`src/rtl/wb_regfile.sv`:
```
// Writeback stage and architectural register file, fed by the MEM/WB register.
// It selects the writeback data (load data or ALU result) and commits it to the
// register file. The two ID read ports bypass the write in the same cycle.
// It also generates the EX-stage forwarding selects and counts committed writes.
module wb_regfile #(
    parameter int NREG = 32,
    parameter int DW   = 32,
    parameter int CNTW = 32,
    localparam int AW  = $clog2(NREG)
) (
    input  logic            clk_i,
    input  logic            rst_i,
    input  logic            MemtoReg_i,
    input  logic            RegWrite_i,
    input  logic [DW-1:0]   ReadData_i,
    input  logic [DW-1:0]   ALU_i,
    input  logic [AW-1:0]   WBReg_i,
    input  logic [AW-1:0]   RSaddr_i,
    input  logic [AW-1:0]   RTaddr_i,
    output logic [DW-1:0]   RSdata_o,
    output logic [DW-1:0]   RTdata_o,
    output logic [DW-1:0]   WBdata_o,
    input  logic            EXMEM_RegWrite_i,
    input  logic [AW-1:0]   EXMEM_Rd_i,
    input  logic [AW-1:0]   IDEX_Rs_i,
    input  logic [AW-1:0]   IDEX_Rt_i,
    output logic [1:0]      ForwardA_o,
    output logic [1:0]      ForwardB_o,
    output logic [CNTW-1:0] WrCount_o
);

    localparam logic [1:0] FWD_REGFILE = 2'b00;
    localparam logic [1:0] FWD_MEMWB   = 2'b01;
    localparam logic [1:0] FWD_EXMEM   = 2'b10;

    logic [DW-1:0]   regs_q [NREG];
    logic [DW-1:0]   regs_d [NREG];
    logic [CNTW-1:0] cnt_q;
    logic [CNTW-1:0] cnt_d;
    logic            wb_wr_en;

    assign WBdata_o  = MemtoReg_i ? ReadData_i : ALU_i;
    assign wb_wr_en  = RegWrite_i && (WBReg_i != '0);
    assign WrCount_o = cnt_q;

    // Next register-file contents and counter: writes to r0 are dropped entirely.
    always_comb begin
        regs_d = regs_q;
        cnt_d  = cnt_q;
        if (wb_wr_en) begin
            regs_d[WBReg_i] = WBdata_o;
            cnt_d           = cnt_q + CNTW'(1);
        end
    end

    // State update; reset clears everything and suppresses a coincident write.
    always_ff @(posedge clk_i or posedge rst_i) begin
        if (rst_i) begin
            for (int i = 0; i < NREG; i++) begin
                regs_q[i] <= '0;
            end
            cnt_q <= '0;
        end else begin
            regs_q <= regs_d;
            cnt_q  <= cnt_d;
        end
    end

    // Read ports: r0 is hardwired to zero, otherwise the pending write bypasses the array.
    always_comb begin
        RSdata_o = '0;
        RTdata_o = '0;
        if (RSaddr_i != '0) begin
            RSdata_o = (wb_wr_en && (WBReg_i == RSaddr_i)) ? WBdata_o : regs_q[RSaddr_i];
        end
        if (RTaddr_i != '0) begin
            RTdata_o = (wb_wr_en && (WBReg_i == RTaddr_i)) ? WBdata_o : regs_q[RTaddr_i];
        end
    end

    // EX forwarding selects: the newer EX/MEM result takes priority over MEM/WB.
    always_comb begin
        ForwardA_o = FWD_REGFILE;
        ForwardB_o = FWD_REGFILE;
        if (EXMEM_RegWrite_i && (EXMEM_Rd_i != '0) && (EXMEM_Rd_i == IDEX_Rs_i)) begin
            ForwardA_o = FWD_EXMEM;
        end else if (wb_wr_en && (WBReg_i == IDEX_Rs_i)) begin
            ForwardA_o = FWD_MEMWB;
        end
        if (EXMEM_RegWrite_i && (EXMEM_Rd_i != '0) && (EXMEM_Rd_i == IDEX_Rt_i)) begin
            ForwardB_o = FWD_EXMEM;
        end else if (wb_wr_en && (WBReg_i == IDEX_Rt_i)) begin
            ForwardB_o = FWD_MEMWB;
        end
    end

endmodule

```
`config.mk`:
```
export PLATFORM = sky130hd
export DESIGN_NAME = wb_regfile
export DESIGN_NICKNAME = d
export VERILOG_FILES = /design/src/rtl/wb_regfile.sv
export SDC_FILE = /design/constraint.sdc
export NUM_CORES = 2
export LEC_CHECK = 0
export ABC_CLOCK_PERIOD_IN_PS = 96000
export BUFFER_PORTS_ARGS = -buffer_cell sky130_fd_sc_hd__buf_4
export CORE_AREA = 2 2 301 378
export CTS_CLUSTER_DIAMETER = 30
export CTS_CLUSTER_SIZE = 28
export DETAILED_ROUTE_END_ITERATION = 6
export DIE_AREA = 0 0 303 380
export HOLD_SLACK_MARGIN = 0.06
export PLACE_DENSITY = 0.67
export SKIP_CTS_REPAIR_TIMING = 1
export SYNTH_ARGS = -nofsm -noshare
export SYNTH_HDL_FRONTEND = slang
export SYNTH_SLANG_ARGS = --single-unit
```
`constraint.sdc`:
```
create_clock -name clk_i -period 96 [get_ports clk_i]
set_clock_uncertainty 0.15 [all_clocks]
set_input_delay 19.2 -clock clk_i [delete_from_list [all_inputs] [get_ports clk_i]]
set_output_delay 19.2 -clock clk_i [all_outputs]
set_load 0.02 [all_outputs]
```
# After elaboration in Yosys (flattened, before gate mapping)
# Index checks and enable logic that the tools add are counted.
dict set report op_classes {
  add_sub_neg 1
  mul 0
  div_mod_pow 0
  order_cmp 4
  n_eq_ne 6
  shift 0
  mux 18
  bitwise_logic 3
  reduce_logical 13
}
# op n
set ops {}
lappend ops {{$bwmux W1024} 1}
lappend ops {{$bmux W32 S5} 2}
lappend ops {{$mux W32} 10}
lappend ops {{$demux W32 S5} 1}
lappend ops {{$add A32 B1 Y32 const B} 1}
lappend ops {{$eq A5 B5 Y1} 6}
lappend ops {{$reduce_bool A5 Y1} 4}
lappend ops {{$ge A6 B6 Y1 const B} 3}
lappend ops {{$not A5 Y6} 3}
lappend ops {{$logic_and A1 B1 Y1} 9}
lappend ops {{$lt A6 B1 Y1 const B} 1}
lappend ops {{$mux W2} 2}
lappend ops {{$mux W1} 2}
dict set report word_totals {
  regBits 1056
  latchBits 0
  mem_bits_rw 0
  romBits 0
  inputBits 99
  out_inout_bits 132
  word_cells 78
  n_memories 0
}

# Logic depth before layout (Yosys ltp)
dict set report logic_depth {
  word_depth 6
  depth_mapped 10
  mapped_depth_nobuf 5
}

# Worst setup path before layout
# OpenSTA, ideal clock, no wires.
dict set report synth_timing {
  path_type {in2out}
  from {in WBReg_i[1]}
  to {out RTdata_o[15]}
  arrival_ns 21.333
  required_ns 76.650
  slack_ns 55.317
  stages 7
  n_path_buf 2
  cell_sequence {buf_2 -> xnor2_1 -> nand4_1 -> o21ai_1 -> clkbuf_1 -> a21oi_1 -> a2111oi_0}
}
dict set report synth_between {
  elab_chain_cells 5
  word_cells_on_any_way 6
  classes_between {eq/ne: 1; mux: 2; reduce/logical: 3}
}
# item line_no
set synth_lines {}
lappend synth_lines {{from (decl)} 17} ;# input logic [AW-1:0] WBReg_i,
lappend synth_lines {{$reduce_bool A5 Y1} 43} ;# assign wb_wr_en = RegWrite_i && (WBReg_i != '0);
lappend synth_lines {{$logic_and A1 B1 Y1} 43}
lappend synth_lines {{$logic_and A1 B1 Y1 (*)} 77} ;# RTdata_o = (wb_wr_en && (WBReg_i == RTaddr_i)) ? WBdata_o : regs_q[RTaddr_i];
lappend synth_lines {{$mux W32 (*)} 77}
lappend synth_lines {{$mux W32 (*)} 76} ;# if (RTaddr_i != '0) begin
lappend synth_lines {{to (decl)} 21} ;# output logic [DW-1:0] RTdata_o,
# Mark *: on every way between the ends. The rest lies on a longest branch, timed or not.

# Worst setup path in the final report
dict set report layout_timing {
  from {in RSaddr_i[1]}
  to {out RSdata_o[21]}
}
dict set report layout_between {
  elab_chain_cells 6
  word_cells_on_any_way 9
  classes_between {eq/ne: 1; mux: 5; bitwise: 1; reduce/logical: 2}
}
# item line_no
set layout_lines {}
lappend layout_lines {{from (decl)} 18} ;# input logic [AW-1:0] RSaddr_i,
lappend layout_lines {{$not A5 Y6 (not written as such)} 74} ;# RSdata_o = (wb_wr_en && (WBReg_i == RSaddr_i)) ? WBdata_o : regs_q[RSaddr_i];
lappend layout_lines {{$bmux W32 S5} 74}
lappend layout_lines {{$mux W32 (not written as such) (2 in series)} 74}
lappend layout_lines {{$mux W32} 74}
lappend layout_lines {{$mux W32 (*)} 73} ;# if (RSaddr_i != '0) begin
lappend layout_lines {{to (decl)} 20} ;# output logic [DW-1:0] RSdata_o,
# Mark *: on every way between the ends. The rest lies on a longest branch, timed or not. The select of a mux whose other input is x is not followed.

==> results.toml <==
[place]
port_buffers = 230
gp_congestion = 0.881
hpwl_mm = 122

[worst_setup_path]
worstPathMaxFanout = 57
arrival_ns = 23.57
cp-start-kind = "primary input"
worstSetupPathType = "primary input to primary output"
crit_required_ns = 76.65
cp-end-kind = "primary output"

[timing]
tns_ns = 0
clock.fmax_mhz = 23.3
slew_headroom_pct = -5.38
slew_viol_final = 13
period_needed_ns = 42.92
max_slew.worst_pin.slew_ns = 1.58
hold_violations = 0
grt_setup_unrepaired = "false"
setup_viol = 0
post-route-period-util_pct = 44.7

[clocking]
cts_root_buffer = "clkbuf_16"
cts.clk_slew.worst_paths_ns = 0.06
cts_buffers = 179
clkSinkCount = 1056
clockBufferDepth = 3
cts_tree = "yes"
insertion_delay_ns = 0.81
h-tree-depth = 4

[global_routing]
grt_max_degree = 178
track_usage_pct = 36.3
grt_overflow = 0
grt_pass1_wl_mm = 302
grt_pass1_vias = 44900
antenna_found_initial = 16

[die]
design.core.area_um2 = 111000
start_util_pct = 49.9
dieWidth_um = 303
rows = 137
pin_count = 231
dieArea_um2 = 115000
fp.dieH_um = 380

[routing]
wl_per_cell_um = 30.9
avgViaCountPerCell = 6.75
drtIter0Drc = 6520
dr.pass1.iters = 7
remaining_drc_errors = 38
route.vias.total = 45300
routed_wirelength_mm = 207
ant_nets = 0

[cells_and_area]
multi_input_area_um2 = 26900
regArea_um2 = 26400
finalCoreUtilization_pct = 57.9
fill_cells = 9067
area_growth_pct = 16.1
final_nets = 5187
drive_gt1_share_pct = 24.3

[pwr]
power_density_nw_per_um2 = 24.5
p_leak_nw = 27.7
peakVddDrop_v = 0.0000155

[run_status]
status = "finished with violations"
violations = "DRC, capacitance limit, slew limit"

[logic_synthesis]
yosysUniqueCellTypes = 65
ys_ff_latch = 1056
syn_inst = 5075
yosys.area.top_type = "dfrtp_1"
async_reset_ff_share_pct = 100
ys.flop_type = "dfrtp_1"
synthTopCellsByArea = "dfrtp_1, mux4_2, nand2_1"
synth_edf_count = 0
avgSynthCellArea_um2 = 10.9
synthesis.area_um2 = 55500
yosysWarningCount = 0
syn_nets = 5175
yosysSeqAreaShare_pct = 47.6
synth_top_area_share_pct = 47.6

[worst_hold_path]
hold_class = "register to register"

[job]
max_cap_viol_count = 1
## synth_stat cells (all sizes together) (3+ instances only)
cell type and count:
a2111oi 19, a211o 4, a211oi 6, a21oi 432, a221o 11, a221oi 64
a22o 33, a22oi 48, a31oi 5, and2 5, and3 31, and4 8
buf 182, clkbuf 352, dfrtp 1056, inv 38, mux2 15, mux2i 172
mux4 464, nand2 709, nand2b 13, nand3 36, nand3b 5, nand4 21
nor2 462, nor2b 15, nor3 22, nor3b 7, nor4 9, o211ai 5
o21a 5, o21ai 655, o221ai 11, o22ai 55, o31ai 3, o32ai 4
or2 8, or3 9, xnor2 40, xor2 21
## layout by cell type, fill, tap and decap left out, types with 21 or more instances in the layout
cell type,instances
a221oi_1,51
clkbuf_16,180
xnor2_1,40
xor2_1,21
o22ai_1,55
a22oi_1,48
mux2i_1,140
o21ai_1,150
nor2_1,443
and3_1,31
mux2i_4,22
clkbuf_8,26
nand4_1,21
nand3_1,33
o21ai_0,502
nand2_1,697
a21oi_1,432
a22o_1,33
clkinvlp_4,21
mux4_2,464
dfrtp_1,1056
inv_1,35
clkbuf_1,21
buf_4,356
## worst paths after layout
kind / startpoint / end / slack [ns] / cells after the start
worst max-delay path: RSaddr_i[1] / RSdata_o[21] / 53.08 / 9
worst min-delay path: regs_q[1013] / regs_q[1013] / 0.24 / 0
worst max register to register: WrCount_o[2] / WrCount_o[20] / 93.83 / 5
worst min register to register: regs_q[1013] / regs_q[1013] / 0.24 / 0
max in group asynchronous: rst_i / regs_q[966] / 73.21 / 6
min in group asynchronous: rst_i / regs_q[43] / 18.34 / 2
## per-layer routing
layer | GRT usage (%) | vias up | wire, um
li1 | - | 18600 | -
met5 | 0 | - | 112
met4 | 23.1 | 18 | 15200
met1 | 46.1 | 22600 | 73500
met3 | 12.1 | 887 | 26600
met2 | 53.3 | 3165 | 91600
## cell type report
class	count	share of cell area, %
antenna	12	0.0466
inverter	39	0.239
sequential	1056	41.0
multi-input combinational	3446	41.7
clock buffer	227	7.67
timing repair buffer	365	4.40
tap	1459	2.83
clock inverter	109	2.07
## stage by stage
stage                     hold WS, ns  worst slack, ns  cells  power [mW]  area [um2]
after global placement          0.227            53.37   6365       0.902       58100
final                           0.243            53.08   6713        1.58       64400
after global routing            0.256            53.10   6704        1.64       64400
after floorplan                 0.291            46.93   5075       0.818       55500
after CTS                       0.246            53.32   6701        1.58       64400
after detailed placement        0.234            53.32   6365       0.916       58100
## worst max-delay path: stages
cell	delay, ns
buf_8	0.44
buf_4	0.77
buf_4	0.70
buf_4	0.66
mux4_2	0.35
a22o_1	0.13
a221oi_1	0.06
a221oi_2	0.87
buf_4	0.29
## kinds of logic (layout without fill, tap and decap cells)
group	count (synthesis)	in the layout	synth area share (%)
buffers and inverters	573	740	5.00
muxes	651	651	22.2
adders and majority gates	1	1	0.0225
xor gates and xnor gates	61	61	0.963
AOI/OAI and AO/OA	1369	1369	14.1
other	0	12	0
and+or+nand+nor	1364	1364	10.1
DFF	1056	1056	47.6
## where the power goes
| group | switching [mW] | leakage (nW) | internal [mW] |
|---|---|---|---|
| clock | 0.246 | 3.02 | 0.416 |
| combinational | 0.159 | 11.3 | 0.149 |
| sequential | 0.0733 | 13.4 | 0.537 |
## registers in the layout, summed over array words and instances (netlist names)
register   flops
regs_q      1024
WrCount_o     32
(Power assumes the default switching activity.)
